[src/rtl/expression_parser.sv]
// Parses "A op B term" from a serial ASCII stream into registered ALU operands and an operator code.
// Outputs register one cycle after the character is sampled. There is no backpressure; every valid character is consumed.
module expression_parser #(
  parameter int MAX_DIGITS = 3
) (
  input  logic       clock,
  input  logic       reset,
  input  logic [7:0] rx_data,
  input  logic       rx_valid,
  output logic [7:0] data_a,
  output logic [7:0] data_b,
  output logic [7:0] operation,
  output logic       op_valid,
  output logic       err,
  output logic [1:0] err_code
);

  localparam logic [7:0] CH_SPACE = 8'h20;
  localparam logic [7:0] CH_ESC   = 8'h1B;
  localparam logic [7:0] CH_DIV   = 8'h2F;
  localparam logic [2:0] MAXD     = 3'(MAX_DIGITS);

  typedef enum logic [2:0] {IDLE, OPA, OPB0, OPB, ERR} state_t;

  state_t      state_q, state_d;
  logic [11:0] acc_a_q, acc_a_d, acc_b_q, acc_b_d;
  logic [2:0]  cnt_a_q, cnt_a_d, cnt_b_q, cnt_b_d;
  logic [7:0]  op_q, op_d;
  logic [7:0]  data_a_q, data_a_d, data_b_q, data_b_d, operation_q, operation_d;
  logic        op_valid_q, op_valid_d, err_q, err_d;
  logic [1:0]  err_code_q, err_code_d;

  logic        is_digit, is_op, is_term;
  logic [11:0] digit, acc_sel, acc_next;
  logic [2:0]  cnt_sel, cnt_next;
  logic        too_big;

  always_comb begin
    is_digit = (rx_data >= 8'h30) && (rx_data <= 8'h39);
    is_op    = (rx_data == 8'h2B) || (rx_data == 8'h2D) || (rx_data == 8'h2A) ||
               (rx_data == 8'h2F) || (rx_data == 8'h26) || (rx_data == 8'h7C);
    is_term  = (rx_data == 8'h3D) || (rx_data == 8'h0D);
    digit    = {8'h00, rx_data[3:0]};
    // One shared multiply-add; only OPA and OPB ever use the result.
    acc_sel  = (state_q == OPB) ? acc_b_q : acc_a_q;
    cnt_sel  = (state_q == OPB) ? cnt_b_q : cnt_a_q;
    acc_next = acc_sel * 12'd10 + digit;
    cnt_next = cnt_sel + 3'd1;
    too_big  = (acc_next > 12'd255) || (cnt_next > MAXD);
  end

  always_comb begin
    state_d     = state_q;
    acc_a_d     = acc_a_q;
    acc_b_d     = acc_b_q;
    cnt_a_d     = cnt_a_q;
    cnt_b_d     = cnt_b_q;
    op_d        = op_q;
    data_a_d    = data_a_q;
    data_b_d    = data_b_q;
    operation_d = operation_q;
    op_valid_d  = 1'b0;
    err_d       = 1'b0;
    err_code_d  = err_code_q;

    if (rx_valid && rx_data != CH_SPACE) begin
      if (rx_data == CH_ESC) begin
        state_d = IDLE;
      end else begin
        case (state_q)
          IDLE: begin
            if (is_digit) begin
              acc_a_d = digit;
              cnt_a_d = 3'd1;
              state_d = OPA;
            end else if (!is_term) begin
              err_d = 1'b1; err_code_d = 2'b01; state_d = ERR;
            end
          end
          OPA: begin
            if (is_digit) begin
              if (too_big) begin
                err_d = 1'b1; err_code_d = 2'b10; state_d = ERR;
              end else begin
                acc_a_d = acc_next;
                cnt_a_d = cnt_next;
              end
            end else if (is_op) begin
              op_d    = rx_data;
              state_d = OPB0;
            end else begin
              err_d = 1'b1; err_code_d = 2'b01; state_d = ERR;
            end
          end
          OPB0: begin
            if (is_digit) begin
              acc_b_d = digit;
              cnt_b_d = 3'd1;
              state_d = OPB;
            end else begin
              err_d = 1'b1; err_code_d = 2'b01; state_d = ERR;
            end
          end
          OPB: begin
            if (is_digit) begin
              if (too_big) begin
                err_d = 1'b1; err_code_d = 2'b10; state_d = ERR;
              end else begin
                acc_b_d = acc_next;
                cnt_b_d = cnt_next;
              end
            end else if (is_term) begin
              if (op_q == CH_DIV && acc_b_q == 12'd0) begin
                err_d = 1'b1; err_code_d = 2'b11;
              end else begin
                data_a_d    = acc_a_q[7:0];
                data_b_d    = acc_b_q[7:0];
                operation_d = op_q;
                op_valid_d  = 1'b1;
              end
              state_d = IDLE;
            end else begin
              err_d = 1'b1; err_code_d = 2'b01; state_d = ERR;
            end
          end
          ERR: begin
            if (is_term) state_d = IDLE;
          end
          default: state_d = IDLE;
        endcase
      end
    end
  end

  always_ff @(posedge clock or posedge reset) begin
    if (reset) begin
      state_q     <= IDLE;
      acc_a_q     <= '0;
      acc_b_q     <= '0;
      cnt_a_q     <= '0;
      cnt_b_q     <= '0;
      op_q        <= '0;
      data_a_q    <= '0;
      data_b_q    <= '0;
      operation_q <= '0;
      op_valid_q  <= 1'b0;
      err_q       <= 1'b0;
      err_code_q  <= 2'b00;
    end else begin
      state_q     <= state_d;
      acc_a_q     <= acc_a_d;
      acc_b_q     <= acc_b_d;
      cnt_a_q     <= cnt_a_d;
      cnt_b_q     <= cnt_b_d;
      op_q        <= op_d;
      data_a_q    <= data_a_d;
      data_b_q    <= data_b_d;
      operation_q <= operation_d;
      op_valid_q  <= op_valid_d;
      err_q       <= err_d;
      err_code_q  <= err_code_d;
    end
  end

  assign data_a    = data_a_q;
  assign data_b    = data_b_q;
  assign operation = operation_q;
  assign op_valid  = op_valid_q;
  assign err       = err_q;
  assign err_code  = err_code_q;

endmodule

[config.mk]
export PLATFORM = sky130hd
export DESIGN_NAME = expression_parser
export DESIGN_NICKNAME = d
export VERILOG_FILES = /design/src/rtl/expression_parser.sv
export SDC_FILE = /design/constraint.sdc
export NUM_CORES = 1
export LEC_CHECK = 0
export CAP_MARGIN = 20
export CORE_MARGIN = 3
export CORE_UTILIZATION = 32
export DETAILED_ROUTE_END_ITERATION = 7
export DONT_BUFFER_PORTS = 1
export HOLD_SLACK_MARGIN = 0.1
export SYNTH_ARGS = -nofsm -noshare
export SYNTH_HDL_FRONTEND = slang
export SYNTH_SLANG_ARGS = --single-unit
[constraint.sdc]
create_clock -name clock -period 6.2 [get_ports clock]
set_clock_uncertainty 0.05 [all_clocks]
set_input_delay 0.62 -clock clock [delete_from_list [all_inputs] [get_ports clock]]
set_output_delay 0.62 -clock clock [all_outputs]
set_load 0.01 [all_outputs]
Yosys cells after proc, flatten, opt, wreduce, memory -nomap -nowiden. Cells that the tools add are included.

Flip-flop bits (word level): 69. Word-level logic and storage cells: 122.

Add/sub/neg operators: 2. Multipliers: 1. Order comparisons: 4. Eq/ne operators: 28. Muxes and demuxes: 51. Bitwise operators: 3. Reductions and logical operators: 21.

Operators by type and width (count): 8-bit by 6-bit equality test with 1-bit output (second input constant) (7); 12-bit 2-to-1 mux (4); 12-bit case mux with 2 select lines (2); 3-bit 2-to-1 mux (14); 2-bit 2-to-1 mux (9); 2-bit != test (second input constant) (9); 6-bit AND reduction (3); 1-bit 2-to-1 mux (17); 3-bit case mux with 5 select lines (1); 12-bit by 4-bit adder with 12-bit output (1); 12-bit by 8-bit > comparator with 1-bit output (second input constant) (1); 12-bit zero test (1); 12-bit by 3-bit multiplier with 11-bit output (second input constant) (1); 3-bit case mux with 2 select lines (2); 8-bit by 4-bit equality test with 1-bit output (second input constant) (1); 8-bit by 5-bit equality test with 1-bit output (second input constant) (1); 8-bit by 7-bit equality test with 1-bit output (second input constant) (1); 8-bit by 6-bit greater-or-equal comparator with 1-bit output (second input constant) (1); 8-bit by 6-bit less-or-equal comparator with 1-bit output (second input constant) (1); 8-bit by 6-bit != test with 1-bit output (second input constant) (1); 2-bit case mux with 4 select lines (1); 8-bit AND reduction (1); 1-bit logical OR (7); 3-bit by 2-bit equality test with 1-bit output (second input constant) (2); other kinds (15) (21).

Longest topological paths before layout. Gate-level depths: netlist of the first run.

Depth in word-level cells: 11. Gate-level depth with buffers: 19. Gate-level depth less buffers: 14.

Least setup slack after synthesis of the first run. OpenSTA, ideal clock, no wires.

Path kind: register to register. From: reg state_q[0]. To: reg cnt_a_q[0]. Data arrival time: 4440 ps. Required time: 6025 ps. Setup slack: 1585 ps. Cell stages (with the launch flop): 20. Path buffers: 5. Clock period less this slack: 4615 ps. Cells stage by stage: dfrtp_1 -> clkbuf_1 -> and3b_1 -> clkbuf_1 -> clkbuf_1 -> clkbuf_1 -> nand2_1 -> nand2_1 -> ha_1 -> ha_1 -> fa_1 -> a211oi_2 -> o22ai_1 -> nor4_4 -> nand4_1 -> mux2_4 -> a21oi_4 -> o211ai_4 -> buf_6 -> mux2_4.

Word-level cells in the longest chain between the ends: 8. Elaborated cells between the ends (all ways): 19.

RTL lines: start: declaration (RTL line 25) `state_t state_q, state_d;`; start signal: assignment (RTL line 150) `state_q <= state_d;`; 3-bit by 2-bit equality test with 1-bit output (RTL line 45, 46); 12-bit 2-to-1 mux (RTL line 45) `acc_sel = (state_q == OPB) ? acc_b_q : acc_a_q;`; 12-bit by 3-bit multiplier with 11-bit output (RTL line 47) `acc_next = acc_sel * 12'd10 + digit;`; 12-bit by 4-bit adder with 12-bit output (RTL line 47); 12-bit by 8-bit > comparator with 1-bit output (RTL line 49) `too_big = (acc_next > 12'd255) || (cnt_next > MAXD);`; 1-bit logical OR (RTL line 49); 2-bit != test (no source line); 6-bit AND reduction (no source line); end signal: assignment (RTL line 153) `cnt_a_q <= cnt_a_d;`; end: declaration (RTL line 27) `logic [2:0] cnt_a_q, cnt_a_d, cnt_b_q, cnt_b_d;`.

Parallel ways exist; a longest one is shown, timed or not. The select of a mux whose other input is x is not followed. A chain may end at the register's enable or synchronous reset.

Worst setup path after layout of the first run.
From: reg state_q[1]. To: reg acc_b_q[0].

Word-level cells in the longest chain between the ends: 8. Elaborated cells between the ends (all ways): 16.

RTL lines: 3-bit by 2-bit equality test with 1-bit output (RTL line 45, 46, 70); 12-bit 2-to-1 mux (RTL line 45); 12-bit by 3-bit multiplier with 11-bit output (RTL line 47); 12-bit by 4-bit adder with 12-bit output (RTL line 47); 12-bit by 8-bit > comparator with 1-bit output (RTL line 49); 1-bit logical OR (RTL line 49); 2-bit != test (no source line); 6-bit AND reduction (no source line); end signal: assignment (RTL line 139) `acc_b_q <= '0;`; end signal: assignment (RTL line 152) `acc_b_q <= acc_b_d;`; end: declaration (RTL line 26) `logic [11:0] acc_a_q, acc_a_d, acc_b_q, acc_b_d;`.

Parallel ways exist; a longest one is shown, timed or not.

==> results by stage, run 1 <==
Route:
- The total wirelength of the detailed-routed design is 8740 um.
- The count of nets left with antenna violations once routing finished came out at 0.
- After detailed routing, the average wire length per cell comes to 16.1 um.
- The number of detailed-routing iterations run before antenna repair is 4.
- For this block, the initial DRC count from the detailed router was 111.
- In the routed layout, each cell is associated on average with a via count of 5.08.
- Summing over every cut layer, the via total after detailed routing is 2,763.
- The DRC violations left is 0.

Clock network:
- The root buffer cell chosen for the clock tree is clkbuf_16.
- Hold repair after CTS inserted 0 buffers.
- In this run, post-CTS repair resized a total of 0 instances.
- The clock latency on the worst-skew pair is 0.33 ns.
- The clock buffer count from CTS is 9.
- The H-tree generated during clock tree synthesis spans 3 levels.
- The clock edge transition at the registers on the reported setup and hold paths is 0.06 ns.
- The number of buffers on the longest clock path is 2.
- The number of clock sinks seen by CTS is 68.
- TritonCTS built the clock tree.
- The number of setup buffers added after CTS is 0.

Synth:
- Yosys mapped a number of flops with a built-in enable equal to 0.
- For this run, the register share of the synthesized area comes to 43.0%.
- The dominant register cell in the synthesized netlist is dfrtp_1.
- During synthesis, Yosys emitted a total of 0 warnings.
- Dividing the synthesized area by the synthesized cell count gives 10.5 um^2.
- The number of synthesized register bits is 68.
- Synthesis instantiated 59 different standard cells from the library.
- The number of nets in the synthesized netlist is 409.
- In this run the cell area of the synthesized design comes to 3960 um^2.
- Counting every instance in the synthesized netlist gives 376.
- The share of flip-flops with an asynchronous set or reset is 100%.

Worst setup path:
- STA classifies the critical path startpoint as a flip-flop.
- The worst setup path is captured at a flip-flop.
- At the worst endpoint, the required time is 6.36 ns.
- The startpoint identified for the worst register-to-register timing path is state_q[1]$_DFFE_PP0P_.
- Counting cells, the worst reg-to-reg path comes to 12.
- The source of the critical timing path is state_q[1]$_DFFE_PP0P_.
- The termination of the worst setup path is acc_b_q[0]$_DFFE_PP0P_.
- The worst-path maximum fanout is 24.
- For the worst setup path, the data arrival time is 5.14 ns.
- The path type of the worst setup path is reg -> reg.
- For flop-to-flop paths, the worst setup slack is 1.22 ns.
- In this run the critical register-to-register path is captured at acc_b_q[0]$_DFFE_PP0P_.

Placed design:
- After legalization and detailed placement, the total HPWL measured 6360 um.
- The count of port buffers added during placement is 0.
- At the end of routability-driven placement, the weighted congestion stood at 0.843.

Finish:
- At the end of the flow, the number of nets in the layout was 408.
- The number of antenna diodes in the final layout is 0.
- The relative area change from synthesis to final layout is 12.2%.
- The layout has 1,174 filler cells.
- In the final layout, the share of cells above drive strength 1 is 20.0%.

Global routing:
- The total congestion overflow is 0.
- The number of antenna violations at the first check in global routing was 0.
- The via count of the first global-routing pass is 2,809.
- The first global-routing pass estimated 14,500 um of wire.
- The overall track demand over capacity in global routing is 13.4%.
- Entering global routing, the biggest net connects 69 pins.

Pwr:
- Dividing total power by cell area gives a power density of 351 nW/um^2.
- The leakage power of the design is 0.00211 uW.
- The worst ir drop on vdd is 0.000128 V.

STA:
- The final cycle utilization of the critical path is 80.4%.
- The final-report max-slew violation count is 0.
- The slew at the pin closest to its max-slew limit is 0.852 ns.
- Setup repair after global routing left no endpoint under its margin.
- The number of hold-slack violations in the final timing report came to 0.
- Setup violations remaining at the end of the flow were counted as 0.
- Final hold analysis gives a worst-case slack of 0.368 ns.
- In this run the tightest slew margin relative to its limit is 43.2%.
- Based on the critical path, the design can be clocked at up to 201 MHz.
- The summed negative setup slack over all endpoints is 0 ns.
- The worst path in the final design needs a cycle of 4.98 ns, including I/O delays and setup.

Floorplan:
- The initial utilization of the core area, before any placement, comes to 33.6%.
- After floorplanning, the core was sized to cover 11,800 um^2.
- The die covers 13,700 um^2.
- Measured along the x axis, the die boundary spans 117 um.
- The number of placement rows is 39.
- The top-level I/O count is 39.
- The die outline height is 117 um.

Outcome:
- The run finished with clean final reports.

Run:
- Across the run, the number of max-cap violations was 0.

Hold path:
- The min-delay analysis places its worst path in the category in -> async.
-- how the worst min path moves through the flow --
stage                                           to  cells after the start
after global placement         op_q[5]$_DFFE_PP0P_                      1
after CTS                      op_q[0]$_DFFE_PP0P_                      1
after global routing        acc_b_q[0]$_DFFE_PP0P_                      1
final                     operation[7]$_DFFE_PP0P_                      2
after floorplan                op_q[5]$_DFFE_PP0P_                      1
after detailed placement   acc_b_q[11]$_DFFE_PP0P_                      1
-- sequential cells by signal, indices dropped and copies added, names as in the netlist --
| signal | count |
|---|---|
| operation | 8 |
| state_q | 3 |
| err | 1 |
| data_b | 8 |
| op_q | 8 |
| acc_b_q | 12 |
| op_valid | 1 |
| err_code | 2 |
| cnt_b_q | 3 |
| data_a | 8 |
| acc_a_q | 11 |
| cnt_a_q | 3 |
-- kinds of logic after synthesis --
group,after synthesis,share of synthesized area (%)
AND/OR/NAND/NOR,133,17.7
flip-flops,68,43.0
AO/OA/AOI/OAI,55,10.3
multiplexers,53,15.1
buffers and inverters,32,3.76
adder cells (fa/ha/maj),22,7.34
XOR/XNOR,13,2.88
-- stage by stage --
step | total power [uW] | std cells | setup slack, ns | util, % | area, um^2
detailed placement | 974 | 528 | 1.24 | 34.9 | 4100
global route | 1650 | 544 | 0.806 | 37.7 | 4440
finish | 1560 | 544 | 1.22 | 37.7 | 4440
global placement | 966 | 528 | 1.43 | 34.9 | 4100
CTS | 1570 | 544 | 1.19 | 37.7 | 4440
floorplan | 879 | 376 | 1.58 | - | 3960
-- worst max-delay path, stage by stage (launching register included) --
cell and delay, ns:
dfrtp_1 0.56, and3b_1 0.79, o21ai_0 0.26, ha_1 0.40, fa_1 0.48, a211oi_2 0.34
o22ai_1 0.22, nor4_4 0.31, nand4_1 0.13, mux2_4 0.31, a21oi_4 0.28, o2111ai_4 0.33
mux2_2 0.40
-- synthesized netlist by cell type (all sizes together) (2+ instances only) --
cell type  count  area share, %
and3           3           0.47
inv           18            1.7
o31ai          2           0.38
fa             2            1.0
nor2b          3           0.47
nand4          4           0.63
or4b           3           0.76
a31oi          3           0.47
mux2i         10            2.5
or4            2           0.38
nand3b         3           0.57
or2            2           0.32
o21ba          2           0.51
dfrtp         68             43
nor3           6           0.76
o22ai          2           0.32
nand3          4           0.51
nor4           5            1.3
o21ai         23            2.9
a211oi         2           0.63
nand2b         2           0.32
o211ai         3           0.92
xor2           2           0.44
clkbuf         9            1.1
and4           2           0.44
xnor2         11            2.4
o2111ai        3            1.1
nand2         53            5.0
and3b          2           0.44
mux2          43             13
a21oi          8            1.3
nand4b         3           0.66
and2          11            1.9
ha            20            6.3
nor2          22            2.1
buf            5           0.95
-- per-layer routing --
metal  GRT usage, %  part of all wire (%)  up-vias
met4           4.13                   1.6        0
met1           18.5                    47     1357
met2           20.4                    46       65
met5              0                     0        -
met3           4.06                   5.6       13
li1               -                     -     1328
-- cell type report --
type                       count  area (um^2)  area share [%]
sequential                    68         1700            38.3
inverter                      18         67.6            1.52
clock inverter                 6          111            2.51
clock buffer                  10          229            5.16
multi-input combinational    276         2110            47.5
timing repair buffer           2         15.0           0.338
tap                          164          205            4.62
-- layout by cell type, fill, tap and decap left out, drive strengths merged, types with 2 or more instances in the layout --
master    n
clkbuf   10
ha       20
bufinv    3
buf       2
o22ai     2
and3b     2
nor3      6
nand2    53
dfrtp    68
o21ai    23
nand4     4
nor2     22
and3      3
xnor2    11
or4b      3
o2111ai   3
fa        2
nand3     4
xor2      2
o31ai     2
or2       2
nand2b    2
or4       2
and4      2
a21oi     8
o211ai    3
and2     11
mux2i    10
inv      19
nand4b    3
mux2     43
nor4      5
nor2b     3
a31oi     3
a211oi    2
nand3b    3
o21ba     2
-- report_power, final --
part / internal (uW) / switching, uW
clock network: 394 / 195
registers: 469 / 24.0
logic: 189 / 288
total: 1050 / 507
Note: power is estimated with default switching activity, not from simulation.
==> inputs of run 2 (changes only) <==
==> constraint.sdc (replaced) <==
create_clock -name clock -period 5 [get_ports clock]
set_clock_uncertainty 0.05 [all_clocks]
set_input_delay 0.5 -clock clock [delete_from_list [all_inputs] [get_ports clock]]
set_output_delay 0.5 -clock clock [all_outputs]
set_load 0.01 [all_outputs]
==> run 2 against run 1 <==
Net effect: fmax rose by 9.3%; total power rose by 15%; count of clock-buffer cells in the layout rose by 1; setup slack got worse by 0.77 ns; critical path depth rose by 2; sequential share of layout area rose by 0.076 points; via count rose by 0.54%; non-clock buffer count rose by 7; register-to-register slack got worse by 0.77 ns; highest routed layer unchanged.
==> results by stage, run 2 (same netlist as run 1, synthesis figures left out) <==
Worst setup path:
- The worst setup path is captured at a flip-flop.
- The startpoint type of the worst setup path is a flip-flop.
- The register-to-register setup slack is 0.44 ns (-0.77 ns).
- The critical path required time was 5.16 ns (-1.20 ns).
- The source of the critical timing path is state_q[1]$_DFFE_PP0P_.
- The termination of the worst setup path is cnt_b_q[1]$_DFFE_PP0P_.
- The number of cells on the worst reg-to-reg path is 14 (+2).
- The critical path data arrival time is 4.72 ns (-0.42 ns).
- In this run the critical register-to-register path is launched from state_q[1]$_DFFE_PP0P_.
- The endpoint identified for the worst register-to-register timing path is cnt_b_q[1]$_DFFE_PP0P_.
- The worst-path maximum fanout is 16 (-33%).
- The path type of the worst setup path is reg -> reg.

STA:
- The maximum clock rate is 219 MHz (+9.3%).
- The time the worst path needs with I/O delays and setup came to 4.56 ns (-0.426 ns).
- The max-slew headroom at the worst pin was 42.7% (-0.49 points).
- The final cycle utilization of the critical path is 91.1% (+11 points).
- The summed negative setup slack over all endpoints came to 0 ns (unchanged).
- The slew at the pin closest to its max-slew limit is 0.860 ns (+0.00736 ns).
- The final-report max-slew violation count is 0 (unchanged).
- Setup repair after global routing left no endpoint under its margin.
- The number of hold-slack violations in the final timing report is 0 (unchanged).
- The final hold slack came to 0.260 ns (-0.108 ns).
- The final setup violation count was 0 (unchanged).

Finish:
- The relative area change from synthesis to final layout is 12.0%.
- The ratio of cells with drive above 1 in the final layout came to 21.4% (+1.4 points).
- The library cell used most frequently in the layout, excluding fill and tap cells, is dfrtp_1.
- The antenna cell count is 0 (unchanged).
- The flip-flop count of the largest register, all copies and words added is 12 (unchanged).
- Leaving out fill and tap cells, the most frequent cells in the layout are dfrtp_1 (68), nand2_1 (53), mux2_2 (36).
- The core utilization of the finished layout is 37.7% (-0.074 points).
- The layout net count is 415 (+1.7%).
- The largest registers in the layout are acc_b_q x12, acc_a_q x11.
- The register containing the most flip-flops in the final layout is acc_b_q.

Outcome:
- The flow ran to the end, and the final reports show no timing, DRC or antenna violations.

Placed design:
- The placer congestion estimate is 0.846 (+0.32%).
- The count of port buffers added during placement was 0 (unchanged).
- The post-detailed-placement half-perimeter wirelength is 6500 um (+2.2%).

Route:
- The total via count in the routed design is 2,778 (+0.54%).
- The post-detailed-route wirelength per cell came to 16.1 um (+0.19%).
- The number of detailed-routing iterations run before antenna repair was 4 (unchanged).
- The DRC violation total after the first TritonRoute iteration was 197 (+77%).
- The number of antenna-violating nets in the routed design was 0 (unchanged).
- The total wirelength of the detailed-routed design is 8870 um (+1.5%).
- The DRC violations left is 0 (unchanged).
- The detailed-route vias per instance was 5.04 (-0.73%).

Pwr:
- The total net switching power was 634 uW (+25%).
- The internal power contribution is 1170 uW (+11%).
- The part of the power in the clock network was 33.0% (-4.7 points).
- The power per standard cell area came to 406 nW/um^2 (+16%).
- The combinational share of power is 33.0% (+2.4 points).
- The leakage power of the design came to 0.00211 uW (-0.15%).
- The worst ir drop on vdd is 0.000238 V (+85%).
- The fraction of power spent switching nets came to 35.2% (+2.7 points).
- The sequential cell fraction of total power was 34.0% (+2.4 points).

Floorplan:
- The top-level I/O count is 39 (unchanged).
- The core outline area came to 11,800 um^2 (unchanged).
- The horizontal extent of the die is 117 um (unchanged).
- The die outline height came to 117 um (unchanged).
- The number of placement rows is 39 (unchanged).
- The effective utilization at floorplan is 33.6% (unchanged).
- The total die area came to 13,700 um^2 (unchanged).

Clock network:
- The number of clock sinks seen by CTS was 68 (unchanged).
- The number of cells upsized or downsized after cts is 0 (unchanged).
- The clock buffer count from CTS is 9 (unchanged).
- TritonCTS built the clock tree.
- The clock edge transition at the registers on the reported setup and hold paths came to 0.06 ns (about the same).
- The post-cts hold buffer count is 0 (unchanged).
- The setup fix buffers added after clock tree synthesis was 0 (unchanged).
- The H-tree depth reported by CTS is 3 (unchanged).
- The clock latency on the worst-skew pair came to 0.33 ns (about the same).
- The root buffer cell chosen for the clock tree is clkbuf_16.
- The number of buffers on the longest clock path was 2 (unchanged).

Global routing:
- The via count of the first global-routing pass is 2,791 (-0.64%).
- The overall track demand over capacity in global routing is 13.7% (+0.21 points).
- After global routing, the most crowded layer is met2.
- The met3 capacity usage during global routing is 4.68% (+0.62 points).
- The met2 global-route usage is 20.6% (+0.26 points).
- The maximum number of pins on one net before global-route repair was 69 (unchanged).
- The wire length of the first global-routing pass is 14,500 um (-0.33%).
- The met1 capacity usage during global routing is 18.9% (+0.42 points).
- The number of antenna violations at the first check in global routing is 0 (unchanged).
- The total congestion overflow is 0 (unchanged).

Run:
- The number of violations of the max-capacitance limit was 0 (unchanged).

Hold path:
- The type of the worst min-delay path is in -> async.
run 2: cell count changes in the layout (fill, tap and decap cells not counted), sizes merged:
| cell | previous run | this run |
|---|---|---|
| buf | 2 | 9 |
| bufinv | 3 | 0 |
| clkinvlp | 1 | 3 |
| clkbuf | 10 | 11 |
run 2: how the worst min path moves through the flow:
stage / startpoint / endpoint / slack [ns] / cells past startpoint
final: reset / op_q[7]$_DFFE_PP0P_ / 0.26 / 2
after global routing: rx_data[0] / op_q[0]$_DFFE_PP0P_ / 0.25 / 1
after CTS: rx_data[0] / op_q[0]$_DFFE_PP0P_ / 0.26 / 1
after detailed placement: op_q[5]$_DFFE_PP0P_ / op_q[5]$_DFFE_PP0P_ / 0.43 / 1
after global placement: acc_b_q[11]$_DFFE_PP0P_ / acc_b_q[11]$_DFFE_PP0P_ / 0.42 / 1
after floorplan: op_q[5]$_DFFE_PP0P_ / op_q[5]$_DFFE_PP0P_ / 0.40 / 1
run 2: critical path, stage by stage, from the launching register on:
cell	delay [ns]
dfrtp_1	0.54
and3b_1	0.44
nand2_1	0.09
nand2_1	0.11
ha_1	0.24
ha_1	0.23
fa_1	0.42
a211oi_2	0.33
o22ai_1	0.22
nor4_2	0.33
nand4_1	0.13
mux2_4	0.31
a21oi_4	0.27
o2111ai_4	0.32
mux2_2	0.40
run 2: final cells by class:
cell class / count / area [um^2]
clock inverter: 5 / 36.3
multi-input combinational: 276 / 2110
sequential: 68 / 1700
clock buffer: 11 / 243
inverter: 18 / 67.6
timing repair buffer: 9 / 67.6
fill: 1160 / 7330
tap: 164 / 205
run 2: power groups by stage:
stage | clock network [uW] | logic, uW | registers (uW)
3_3_place_gp | 0 | 579 | 621
6_report | 594 | 594 | 612
4_1_cts | 603 | 597 | 613
5_1_grt | 633 | 671 | 617
2_1_floorplan | 0 | 480 | 610
3_5_place_dp | 0 | 591 | 622
run 2: per-stage QoR:
| stage | area, um^2 | worst slack, ns | cells | power [uW] |
|---|---|---|---|---|
| 5_1_grt | 4430 | 0.115 | 551 | 1920 |
| 3_3_place_gp | 4120 | 0.490 | 531 | 1200 |
| 3_5_place_dp | 4120 | 0.350 | 531 | 1210 |
| 6_report | 4430 | 0.443 | 551 | 1800 |
| 2_1_floorplan | 3960 | 0.385 | 376 | 1090 |
| 4_1_cts | 4400 | 0.323 | 547 | 1810 |
run 2: per-layer routing:
layer,part of all wire [%],up-vias
li1,-,1339
met1,47,1360
met2,46,73
met3,6.1,6
met4,1.0,0
met5,0,-
==> inputs of run 3 (changes only) <==
--- a/config.mk
+++ b/config.mk
@@ -6,7 +6,7 @@
 export NUM_CORES = 1
 export LEC_CHECK = 0
 export CAP_MARGIN = 20
-export CORE_MARGIN = 3
+export CORE_MARGIN = 10
 export CORE_UTILIZATION = 32
 export DETAILED_ROUTE_END_ITERATION = 7
 export DONT_BUFFER_PORTS = 1
==> run 3 against run 2 <==
Net effect: core utilization down 1.1 points; wire length up 2.2%; first-iteration DRC count down 17%; count of clock-buffer cells in the layout down 1; total power up 2.3%; critical path depth unchanged; register-to-register slack worse by 0.06 ns; via count up 0.43%; sequential share of layout area up 0.13 points; die area up 25%; critical endpoint is now acc_b_q[1]$_DFFE_PP0P_; largest cell class unchanged.
==> results by stage, run 3 (same netlist as run 1, synthesis figures left out) <==
Worst setup path:
- The number of cells on the worst reg-to-reg path was 14 (unchanged).
- The path type of the worst setup path is reg -> reg.
- The register-to-register setup slack came to 0.39 ns (-0.06 ns).
- Grouping stages by cell kind, the critical path spends the most delay in compound AO/OA/AOI/OAI gates.
- The worst-path maximum fanout was 19 (+3).
- The combined buffer and inverter count along the critical path is 0 (unchanged).
- The startpoint identified for the worst register-to-register timing path is state_q[1]$_DFFE_PP0P_.
- The critical path required time is 5.16 ns (about the same).
- The critical path data arrival time is 4.78 ns (+0.06 ns).
- The endpoint class of the critical path is a flip-flop.
- The endpoint of the worst-slack reg-to-reg timing path is acc_b_q[1]$_DFFE_PP0P_.
- The slowest stage cell on the critical path is dfrtp_1.
- Walking the worst path, the cells encountered are and3b_4 -> nand2_1 -> nand2_1 -> ha_1 -> ha_1 -> fa_1 -> a211oi_2 -> o22ai_1 -> nor4_2 -> nand4_1 -> mux2_4 -> a21oi_4 -> o2111ai_4 -> mux2_2.
- The stage delay of the slowest cell on the critical path came to 0.57 ns (+0.03 ns).
- The worst setup path is launched from a flip-flop.

Clock network:
- The number of clock sinks seen by CTS is 68 (unchanged).
- The clock buffer count from CTS was 9 (unchanged).
- The H-tree depth reported by CTS is 3 (unchanged).
- The clock latency on the worst-skew pair came to 0.33 ns (about the same).
- The tree is rooted in a clkbuf_16.
- The number of buffers on the longest clock path is 2 (unchanged).
- TritonCTS built the clock tree.
- The number of cells upsized or downsized after cts was 0 (unchanged).
- The post-cts hold buffer count was 0 (unchanged).
- The setup fix buffers added after clock tree synthesis is 0 (unchanged).
- The clock edge transition at the registers on the reported setup and hold paths was 0.06 ns (about the same).

Floorplan:
- The top-level I/O count is 39 (unchanged).
- The number of placement rows is 40 (+2.6%).
- The total die area is 17,200 um^2 (+25%).
- The core outline area was 12,100 um^2 (+2.6%).
- The horizontal extent of the die is 131 um (+12%).
- The die outline height is 131 um (+12%).
- The effective utilization at floorplan is 32.8% (-0.84 points).

Finish:
- In the layout the commonest cells are dfrtp_1 (68), nand2_1 (53), mux2_2 (36).
- acc_b_q holds more flip-flops than any other register.
- The library cell used most frequently in the layout, excluding fill and tap cells, is dfrtp_1.
- The number of non-filler instances in the completed layout is 550 (-0.18%).
- The relative area change from synthesis to final layout is 11.6%.
- The ratio of cells with drive above 1 in the final layout is 20.7% (-0.77 points).
- The antenna cell count is 0 (unchanged).
- The core utilization of the finished layout is 36.6% (-1.1 points).
- The largest registers in the layout are acc_b_q x12, acc_a_q x11.
- The layout filler cell count is 1,225 (+5.6%).
- The flip-flop count of the largest register, all copies and words added is 12 (unchanged).
- The layout net count is 410 (-1.2%).

STA:
- The final cycle utilization of the critical path is 92.2% (+1.1 points).
- The final setup violation count came to 0 (unchanged).
- The slew at the pin closest to its max-slew limit is 0.834 ns (-0.0258 ns).
- The final hold slack was 0.265 ns (+0.00527 ns).
- The final-report max-slew violation count was 0 (unchanged).
- The time the worst path needs with I/O delays and setup is 4.61 ns (+0.0552 ns).
- Setup repair after global routing left no endpoint under its margin.
- The max-slew headroom at the worst pin is 44.4% (+1.7 points).
- The summed negative setup slack over all endpoints is 0 ns (unchanged).
- The maximum clock rate is 217 MHz (-1.2%).
- The number of hold-slack violations in the final timing report came to 0 (unchanged).

Placed design:
- The post-detailed-placement half-perimeter wirelength is 6710 um (+3.3%).
- The placer congestion estimate was 0.823 (-2.7%).
- The total instance count after detailed placement is 534 (+0.56%).
- The count of port buffers added during placement is 0 (unchanged).

Hold path:
- In this run the worst hold path is classified as in -> async.

Route:
- The number of detailed-routing iterations run before antenna repair is 4 (unchanged).
- The total via count in the routed design is 2,790 (+0.43%).
- The DRC violation total after the first TritonRoute iteration came to 163 (-17%).
- The DRC violations left was 0 (unchanged).
- The detailed-route vias per instance came to 5.07 (+0.61%).
- The post-detailed-route wirelength per cell is 16.5 um (+2.4%).
- The number of antenna-violating nets in the routed design is 0 (unchanged).
- The total wirelength of the detailed-routed design is 9060 um (+2.2%).

Global routing:
- The number of antenna violations at the first check in global routing was 0 (unchanged).
- The total congestion overflow is 0 (unchanged).
- The wire length of the first global-routing pass was 15,000 um (+3.5%).
- The maximum number of pins on one net before global-route repair was 69 (unchanged).
- The via count of the first global-routing pass is 2,828 (+1.3%).
- The overall track demand over capacity in global routing is 10.5% (-3.2 points).

Pwr:
- The worst ir drop on vdd is 0.000159 V (-33%).
- The power per standard cell area is 417 nW/um^2 (+2.6%).
- The leakage power of the design is 0.00209 uW (-0.75%).

Run:
- The number of violations of the max-capacitance limit is 0 (unchanged).

Outcome:
- The flow ran to the end, and the final reports show no timing, DRC or antenna violations.
[run 3: changes by cell type in the layout (fill, tap and decap cells not counted), sizes merged]
cell / before / now
buf: 9 / 4
clkbuf: 11 / 10
clkinv: 1 / 2
clkinvlp: 3 / 2
bufinv: 0 / 1
[run 3: report_power, final]
group	internal, uW	switching [uW]	total [uW]
sequential	582	31.9	613
combinational	235	358	593
clock	386	249	635
[run 3: metrics by stage]
| step | total power, uW | instance area, um^2 | setup slack [ns] |
|---|---|---|---|
| 6_report | 1840 | 4420 | 0.388 |
| 5_1_grt | 1960 | 4420 | 0.0433 |
| 4_1_cts | 1850 | 4410 | 0.126 |
| 3_5_place_dp | 1210 | 4120 | 0.156 |
| 3_3_place_gp | 1200 | 4120 | 0.361 |
| 2_1_floorplan | 1090 | 3960 | 0.385 |
[run 3: cell type report]
| class | instances | area (um^2) | area share (%) |
|---|---|---|---|
| multi-input cells | 276 | 2110 | 47.9 |
| flip-flops and latches | 68 | 1700 | 38.5 |
| clock buffers | 10 | 229 | 5.19 |
| well taps | 168 | 210 | 4.76 |
| inverters | 18 | 67.6 | 1.53 |
| clock inverters | 6 | 63.8 | 1.45 |
| repair buffers | 4 | 30.0 | 0.680 |
[run 3: worst reg2reg max path, delay by kind of cell (launching register included)]
| kind | cells | cell delay, ns |
|---|---|---|
| AO/OA/AOI/OAI | 4 | 1.17 |
| AND/OR/NAND/NOR | 5 | 1.07 |
| adder cells (fa/ha/maj) | 3 | 0.90 |
| multiplexers | 2 | 0.72 |
| flip-flops | 1 | 0.57 |
[run 3: worst max path at each step]
stage / start / end / cells after the start
floorplan: state_q[0]$_DFFE_PP0P_ / cnt_a_q[0]$_DFFE_PP0P_ / 19
global placement: state_q[1]$_DFFE_PP0P_ / acc_b_q[2]$_DFFE_PP0P_ / 14
detailed placement: state_q[1]$_DFFE_PP0P_ / acc_b_q[1]$_DFFE_PP0P_ / 14
CTS: state_q[1]$_DFFE_PP0P_ / acc_b_q[1]$_DFFE_PP0P_ / 12
global route: state_q[1]$_DFFE_PP0P_ / acc_b_q[1]$_DFFE_PP0P_ / 14
finish: state_q[1]$_DFFE_PP0P_ / acc_b_q[1]$_DFFE_PP0P_ / 14
[run 3: metal layers]
metal  GRT usage, %  vias up  share of wire (%)
li1               -     1339                  -
met1           13.1     1385                 46
met2           16.7       58                 47
met3           3.66        8                6.7
met4           2.56        0               0.66
met5              0        -                  0
